$ cat config.mk
export PLATFORM = sky130hd
export DESIGN_NAME = irq_sequencer
export DESIGN_NICKNAME = d
export VERILOG_FILES = /design/src/rtl/irq_sequencer.sv
export SDC_FILE = /design/constraint.sdc
export NUM_CORES = 1
export LEC_CHECK = 0
export CORE_MARGIN = 4
export CORE_UTILIZATION = 25
export DETAILED_ROUTE_END_ITERATION = 10
export PLACE_DENSITY = 0.68
export SLEW_MARGIN = 0
export SYNTH_ARGS = -nofsm -noshare
export SYNTH_HDL_FRONTEND = slang
export SYNTH_SLANG_ARGS = --single-unit
$ cat constraint.sdc
create_clock -name i_clk -period 2.25 [get_ports i_clk]
set_clock_uncertainty 0.1 [all_clocks]
set_input_delay 0.675 -clock i_clk [delete_from_list [all_inputs] [get_ports i_clk]]
set_output_delay 0.675 -clock i_clk [all_outputs]
set_load 0.1 [all_outputs]
$ cat src/rtl/irq_sequencer.sv
// Interrupt sequencer: edge-captures four IRQ lines and the software trap,
// prioritises them, hands one exception at a time to the pipeline and returns via ERET.
module irq_sequencer #(
   parameter int                    DATA_WIDTH  = 32,
   parameter logic [DATA_WIDTH-1:0] VECTOR_ADDR = DATA_WIDTH'(32'h0000_0180)
) (
   input  logic                  i_clk,
   input  logic                  i_nrst,
   input  logic [3:0]            i_irq,
   input  logic                  i_trig,
   input  logic                  i_ie,
   input  logic [3:0]            i_mask,
   input  logic [DATA_WIDTH-1:0] i_pc,
   input  logic                  i_stall,
   input  logic                  i_exc_ack,
   input  logic                  i_eret,
   input  logic                  i_we,
   input  logic [DATA_WIDTH-1:0] i_data,
   output logic                  o_exc_req,
   output logic                  o_flush,
   output logic [DATA_WIDTH-1:0] o_vector,
   output logic [DATA_WIDTH-1:0] o_epc,
   output logic                  o_redirect,
   output logic                  o_in_service,
   output logic [DATA_WIDTH-1:0] o_cause
);

   typedef enum logic [1:0] {IDLE, REQ, SERVICE, RET} state_t;

   state_t                  state;
   state_t                  state_nxt;
   logic [3:0]              pend_hw;
   logic                    pend_sw;
   logic [3:0]              prev_irq;
   logic [DATA_WIDTH-1:0]   epc;
   logic [2:0]              winner;

   logic [3:0]              elig_hw;
   logic                    elig_sw;
   logic                    any_elig;
   logic [2:0]              pick;
   logic                    dispatch;
   logic [3:0]              clr_hw;
   logic                    clr_sw;
   logic [3:0]              rise;

   assign elig_hw  = pend_hw & i_mask & {4{i_ie}};
   assign elig_sw  = pend_sw & i_ie;
   assign any_elig = elig_sw | (|elig_hw);
   assign dispatch = (state == IDLE) && any_elig && !i_stall;
   assign rise     = i_irq & ~prev_irq;

   // Fixed priority: software trap first, then irq3 down to irq0.
   always_comb begin
      pick = 3'd0;
      if (elig_sw)         pick = 3'd4;
      else if (elig_hw[3]) pick = 3'd3;
      else if (elig_hw[2]) pick = 3'd2;
      else if (elig_hw[1]) pick = 3'd1;
      else                 pick = 3'd0;
   end

   always_comb begin
      clr_hw = i_we ? i_data[11:8] : 4'b0000;
      clr_sw = i_we & i_data[15];
      if (dispatch) begin
         if (pick == 3'd4) clr_sw = 1'b1;
         else              clr_hw = clr_hw | (4'b0001 << pick[1:0]);
      end
   end

   always_comb begin
      state_nxt = state;
      case (state)
         IDLE:    if (dispatch)  state_nxt = REQ;
         REQ:     if (i_exc_ack) state_nxt = SERVICE;
         SERVICE: if (i_eret)    state_nxt = RET;
         RET:                    state_nxt = IDLE;
         default:                state_nxt = IDLE;
      endcase
   end

   // A new edge wins over a clear of the same bit in the same cycle.
   always_ff @(posedge i_clk) begin
      if (!i_nrst) begin
         state    <= IDLE;
         pend_hw  <= '0;
         pend_sw  <= 1'b0;
         prev_irq <= '0;
         epc      <= '0;
         winner   <= '0;
      end else begin
         state    <= state_nxt;
         pend_hw  <= (pend_hw & ~clr_hw) | rise;
         pend_sw  <= (pend_sw & ~clr_sw) | i_trig;
         prev_irq <= i_irq;
         if (dispatch) begin
            epc    <= i_pc;
            winner <= pick;
         end
      end
   end

   assign o_exc_req    = (state == REQ);
   assign o_flush      = dispatch;
   assign o_vector     = (state == REQ) ? VECTOR_ADDR : '0;
   assign o_epc        = epc;
   assign o_redirect   = (state == RET);
   assign o_in_service = (state == SERVICE);

   always_comb begin
      o_cause       = '0;
      o_cause[15]   = pend_sw;
      o_cause[11:8] = pend_hw;
      o_cause[6:4]  = winner;
      o_cause[0]    = (state == SERVICE);
   end

   logic unused_data;
   assign unused_data = ^{i_data[DATA_WIDTH-1:16], i_data[14:12], i_data[7:0]};

endmodule

==> results.toml, run 1 <==
[worst_setup_path]
reg2reg_from = "state[1]"
worstPathMaxFanout = 3
cp_data_required_time_ns = 1.47
slowest_delay_ns = 0.24
critPathSlowestCell = "a31oi_4"
start_kind = "input pin"
critPathCaptureType = "output port"
critPathKind = "input pin to output port"
critPathArrivalTime_ns = 1.47
ff2ff_setup_slack_ns = 0.25
reg2regPathDepth = 10
r2r-end = "pend_hw[2]"
path_cells = "clkdlybuf4s15_2 -> nand3b_1 -> a31oi_4 -> buf_12"

[finish]
syn2layout_area_growth_pct = 71.9
regArea_um2 = 933
nets = 472
multi_input_area_um2 = 1040
diodes = 0
drive_gt1_share_pct = 24.5
fillers = 811
postLayoutCellArea_um2 = 3870

[clock_network]
cts_num_sinks = 46
clockBufferDepth = 2
clock_latency_ns = 0.29
ctsRootBufferMaster = "clkbuf_8"
cts_tree = "yes"
h-tree-depth = 2
cts_buffers = 5
holdBufCountCts = 0
clk_pin_slew_ns = 0.08

[timing]
max_freq_mhz = 446
worst_slew_pin_slew_ns = 0.580
finalHoldViolCount = 0
hold_ws_ns = 0.318
slew_viol_final = 0
relSlewSlack_pct = 61.3
finalSetupTns_ns = 0
fin_ws_ns = 0.00953
fin_crit_sh_pct = 99.6
period_minus_slack_ns = 2.24
rsz0062_at_grt = "true"
setup_viol = 0

[die]
ios = 180
floorplan.initialDensity_pct = 25.8
die_area_um2 = 10600
rows = 34
core_area_um2 = 8720
fp.dieH_um = 103
die_w_um = 103

[yosys]
ys_ff_latch = 46
yosys-top-cells-area = "dfxtp_1 (41%), buf_4 (19%), nand2_1 (8.5%), nand3_1 (8.4%), o21ai_0 (6.2%)"
synthFlopType = "dfxtp_1"
synth.yosys.seq_area_share_pct = 40.9
ys_warn_count = 0
yosysTopAreaCell = "dfxtp_1"
synth_cell_types = 28
synth_edf_count = 0
syn_area_um2 = 2250
netlist.area_leader.share_pct = 40.9
syn_inst = 281
synthArstFlopShare_pct = 0
synth.avg_cell_area_um2 = 8.01

[global_route]
grt_pass1_wl_um = 8970
grt_max_degree = 68
grt_overflow = 0
antenna_found_initial = 0
first_global_vias = 1865
track_usage_pct = 10.8

[power_and_ir_drop]
p_leak_nw = 1.58
vdd_drop_max_v = 0.000428
powerDensity_nw_per_um2 = 894

[route]
drc_errors = 0
dr.pass1.iters = 4
via_per_inst = 4.13
ant_nets = 0
totalWireLength_um = 6010
wl_per_cell_um = 12.1
num_vias = 2048
drt_iter0_markers = 65

[job]
cap_viol_max_count = 0

[hold_path]
hp-class = "register to register"
min-delay-start = "prev_irq[3]"
min_to = "pend_hw[3]"
holdPathStages = 1

[placed_design]
place_ws_ns = -0.402
placed_cell_area_um2 = 3660
port_buffers = 99
dpl.hpwl_um = 4700
gp_congestion = 0.750

[outcome]
status = "finished clean"
-- worst max path at each step --
stage              start   endpoint  slack, ns
6_report            i_ie    o_flush       0.01
5_1_grt         state[1]    o_flush      -0.04
4_1_cts        i_mask[3]    o_flush     0.0001
3_5_place_dp        i_ie  o_epc[22]      -0.40
3_3_place_gp        i_ie    o_flush      -0.31
2_1_floorplan    i_stall    o_flush      -0.13
-- cells in the mapped netlist (all sizes together), types with 2 or more instances --
| cell | n |
|---|---|
| a31oi | 2 |
| buf | 60 |
| clkbuf | 13 |
| dfxtp | 46 |
| ha | 5 |
| inv | 9 |
| mux2i | 2 |
| nand2 | 51 |
| nand3 | 38 |
| nand4 | 2 |
| o21ai | 36 |
| o22ai | 4 |
-- metrics by stage --
step | util, % | std cells | power, mW
after floorplan | - | 333 | 2.29
after global placement | 42.0 | 480 | 2.76
after detailed placement | 42.0 | 480 | 2.78
after CTS | 44.0 | 494 | 3.47
after global routing | 44.4 | 496 | 3.60
final | 44.4 | 496 | 3.46
-- cell type report --
type	count	share of cell area, %
clock buffer	7	2.23
inverter	9	1.00
multi-input combinational	205	26.9
timing repair buffer	120	41.5
sequential	46	24.1
tap	108	3.49
clock inverter	1	0.776
-- flip-flops by register name, summed over array words and instances (netlist names) --
name / cells
pend_hw: 4
pend_sw: 1
o_epc: 32
state: 2
prev_irq: 4
winner: 3
-- cell usage in the layout, fill, tap and decap left out, types with 2 or more instances in the layout --
master / count
conb_1: 53
nand2_1: 51
buf_12: 47
clkdlybuf4s50_1: 45
dfxtp_1: 40
nand3_1: 37
o21ai_0: 28
buf_4: 21
o21ai_1: 8
inv_1: 7
clkbuf_8: 6
o22ai_1: 4
dfxtp_2: 4
buf_2: 3
inv_4: 2
mux2i_1: 2
nand4_1: 2
ha_1: 2
ha_2: 2
clkdlybuf4s15_1: 2
dfxtp_4: 2
-- cells by family (layout without fill, tap and decap cells) --
group,Yosys count,count (layout),synth area share (%)
muxes,2,2,0.889
and+or+nand+nor,96,96,19.1
buffers and inverters,82,137,23.3
AOI/OAI and AO/OA,49,49,12.8
other,1,53,0.167
DFF,46,46,40.9
adders and majority gates,5,5,2.78
-- where the power goes --
group / internal [mW] / switching, mW / total [mW]
Clock: 0.362 / 0.265 / 0.627
Sequential: 0.892 / 0.0818 / 0.974
Combinational: 0.568 / 1.29 / 1.86
-- repair_timing --
item	4_1_cts	5_1_grt
setup endpoints to repair	35	2
buffers inserted	6	2
resized for setup	23	6
pin swaps	5	2
-- routing by layer --
metal  vias up  share of wire (%)  GRT usage [%]
li1       1041                  -              -
met1       900                 37           12.0
met2       100                 48           17.8
met3         7                 13           5.62
met4         0                1.4           3.29
met5         -                  0              0
-- worst max-delay path: cells and delay by family --
kind                   cells  cell delay [ns]
buffers and inverters      2             0.40
AOI/OAI and AO/OA          1             0.24
and+or+nand+nor            1             0.14
(Power assumes the default switching activity.)
==> run 2, diff against run 1 <==
- CORE_MARGIN: 4 -> default
==> results.toml, run 2 (synthesis gave the netlist of run 1 again) <==
[outcome]
status = "finished clean"

[timing]
fin_crit_sh_pct = 98.1
relSlewSlack_pct = 61.5
worst_slew_pin_slew_ns = 0.578
finalSetupTns_ns = 0
period_minus_slack_ns = 2.21
slew_viol_final = 0
max_freq_mhz = 453
hold_ws_ns = 0.320
fin_ws_ns = 0.0424
setup_viol = 0
rsz0062_at_grt = "true"
finalHoldViolCount = 0

[global_route]
track_usage_pct = 12.0
grt_max_degree = 68
grt_overflow = 0
antenna_found_initial = 0
grt_pass1_wl_um = 9290
first_global_vias = 2004

[placed_design]
place_ws_ns = -0.397
port_buffers = 99
gp_congestion = 0.796
dpl.hpwl_um = 4240

[route]
wl_per_cell_um = 11.3
drc_errors = 0
num_vias = 2099
dr.pass1.iters = 4
via_per_inst = 4.21
totalWireLength_um = 5630
ant_nets = 0
drt_iter0_markers = 47

[finish]
nets = 474
fillers = 821
largest_register_ffs = 32
syn2layout_area_growth_pct = 73.4
final_common_cell = "conb_1"
final_util_pct = 44.7
drive_gt1_share_pct = 25.1
diodes = 0
final_cell_mix = "conb_1 (53), nand2_1 (51), buf_12 (47)"

[power_and_ir_drop]
powerDensity_nw_per_um2 = 919
vdd_drop_max_v = 0.000402
p_leak_nw = 1.61
p_total_mw = 3.59

[clock_network]
cts_buffers = 5
clockBufferDepth = 2
clock_latency_ns = 0.29
cts_tree = "yes"
clk_pin_slew_ns = 0.09
ctsRootBufferMaster = "clkbuf_8"
cts_num_sinks = 46
holdBufCountCts = 0
h-tree-depth = 2

[worst_setup_path]
start_kind = "input pin"
cp_data_required_time_ns = 1.47
critPathKind = "input pin to output port"
worstPathMaxFanout = 2
critPathCaptureType = "output port"
critPathArrivalTime_ns = 1.43

[die]
die_w_um = 96.9
die_area_um2 = 9390
core_area_um2 = 8720
ios = 180
rows = 34
fp.dieH_um = 96.9
floorplan.initialDensity_pct = 25.8

[hold_path]
hp-class = "register to register"

[job]
cap_viol_max_count = 0
[run 2: power by group]
group          switching, mW  internal, mW  leakage [nW]
Clock                  0.285         0.474        0.0714
Sequential            0.0759         0.891         0.378
Combinational           1.29         0.569          1.16
Total                   1.65          1.93          1.61
[run 2: through the flow]
step	cells	instance area (um2)
final	498	3900
after global routing	498	3900
after CTS	496	3890
after detailed placement	480	3660
after global placement	480	3660
after floorplan	333	2460
[run 2: worst paths after layout]
| check | slack [ns] | cells after the start | end | from |
|---|---|---|---|---|
| setup / recovery | 0.04 | 4 | o_flush | i_stall |
| hold / removal | 0.32 | 1 | pend_hw[3] | prev_irq[3] |
| setup reg to reg | 0.18 | 10 | pend_hw[2] | state[0] |
| hold reg to reg | 0.32 | 1 | pend_hw[3] | prev_irq[3] |
[run 2: repair_timing]
action / in CTS / in global routing
hold endpoints to repair: 0 / 0
setup endpoints to repair: 31 / 3
pin swaps: 3 / 1
buffers inserted: 8 / 2
resized for setup: 26 / 3
[run 2: area by class of cell]
| cell class | instances | area [um2] | share of cell area [%] |
|---|---|---|---|
| multi-input cells | 205 | 1040 | 26.7 |
| repair buffers | 122 | 1610 | 41.4 |
| inverters | 9 | 36.3 | 0.930 |
| clock buffers | 6 | 82.6 | 2.12 |
| well taps | 108 | 135 | 3.46 |
| clock inverters | 2 | 60.1 | 1.54 |
| flip-flops and latches | 46 | 931 | 23.9 |
[run 2: worst max-delay path, stage by stage]
cell and delay (ns):
buf_2 0.10, nand3b_1 0.20, a31oi_4 0.24, buf_12 0.21
[run 2: routing by layer]
metal / track usage [%] / routed length (um)
met1: 12.8 / 2190
met2: 21.5 / 2860
met3: 4.70 / 503
met4: 3.67 / 77
met5: 0 / 0
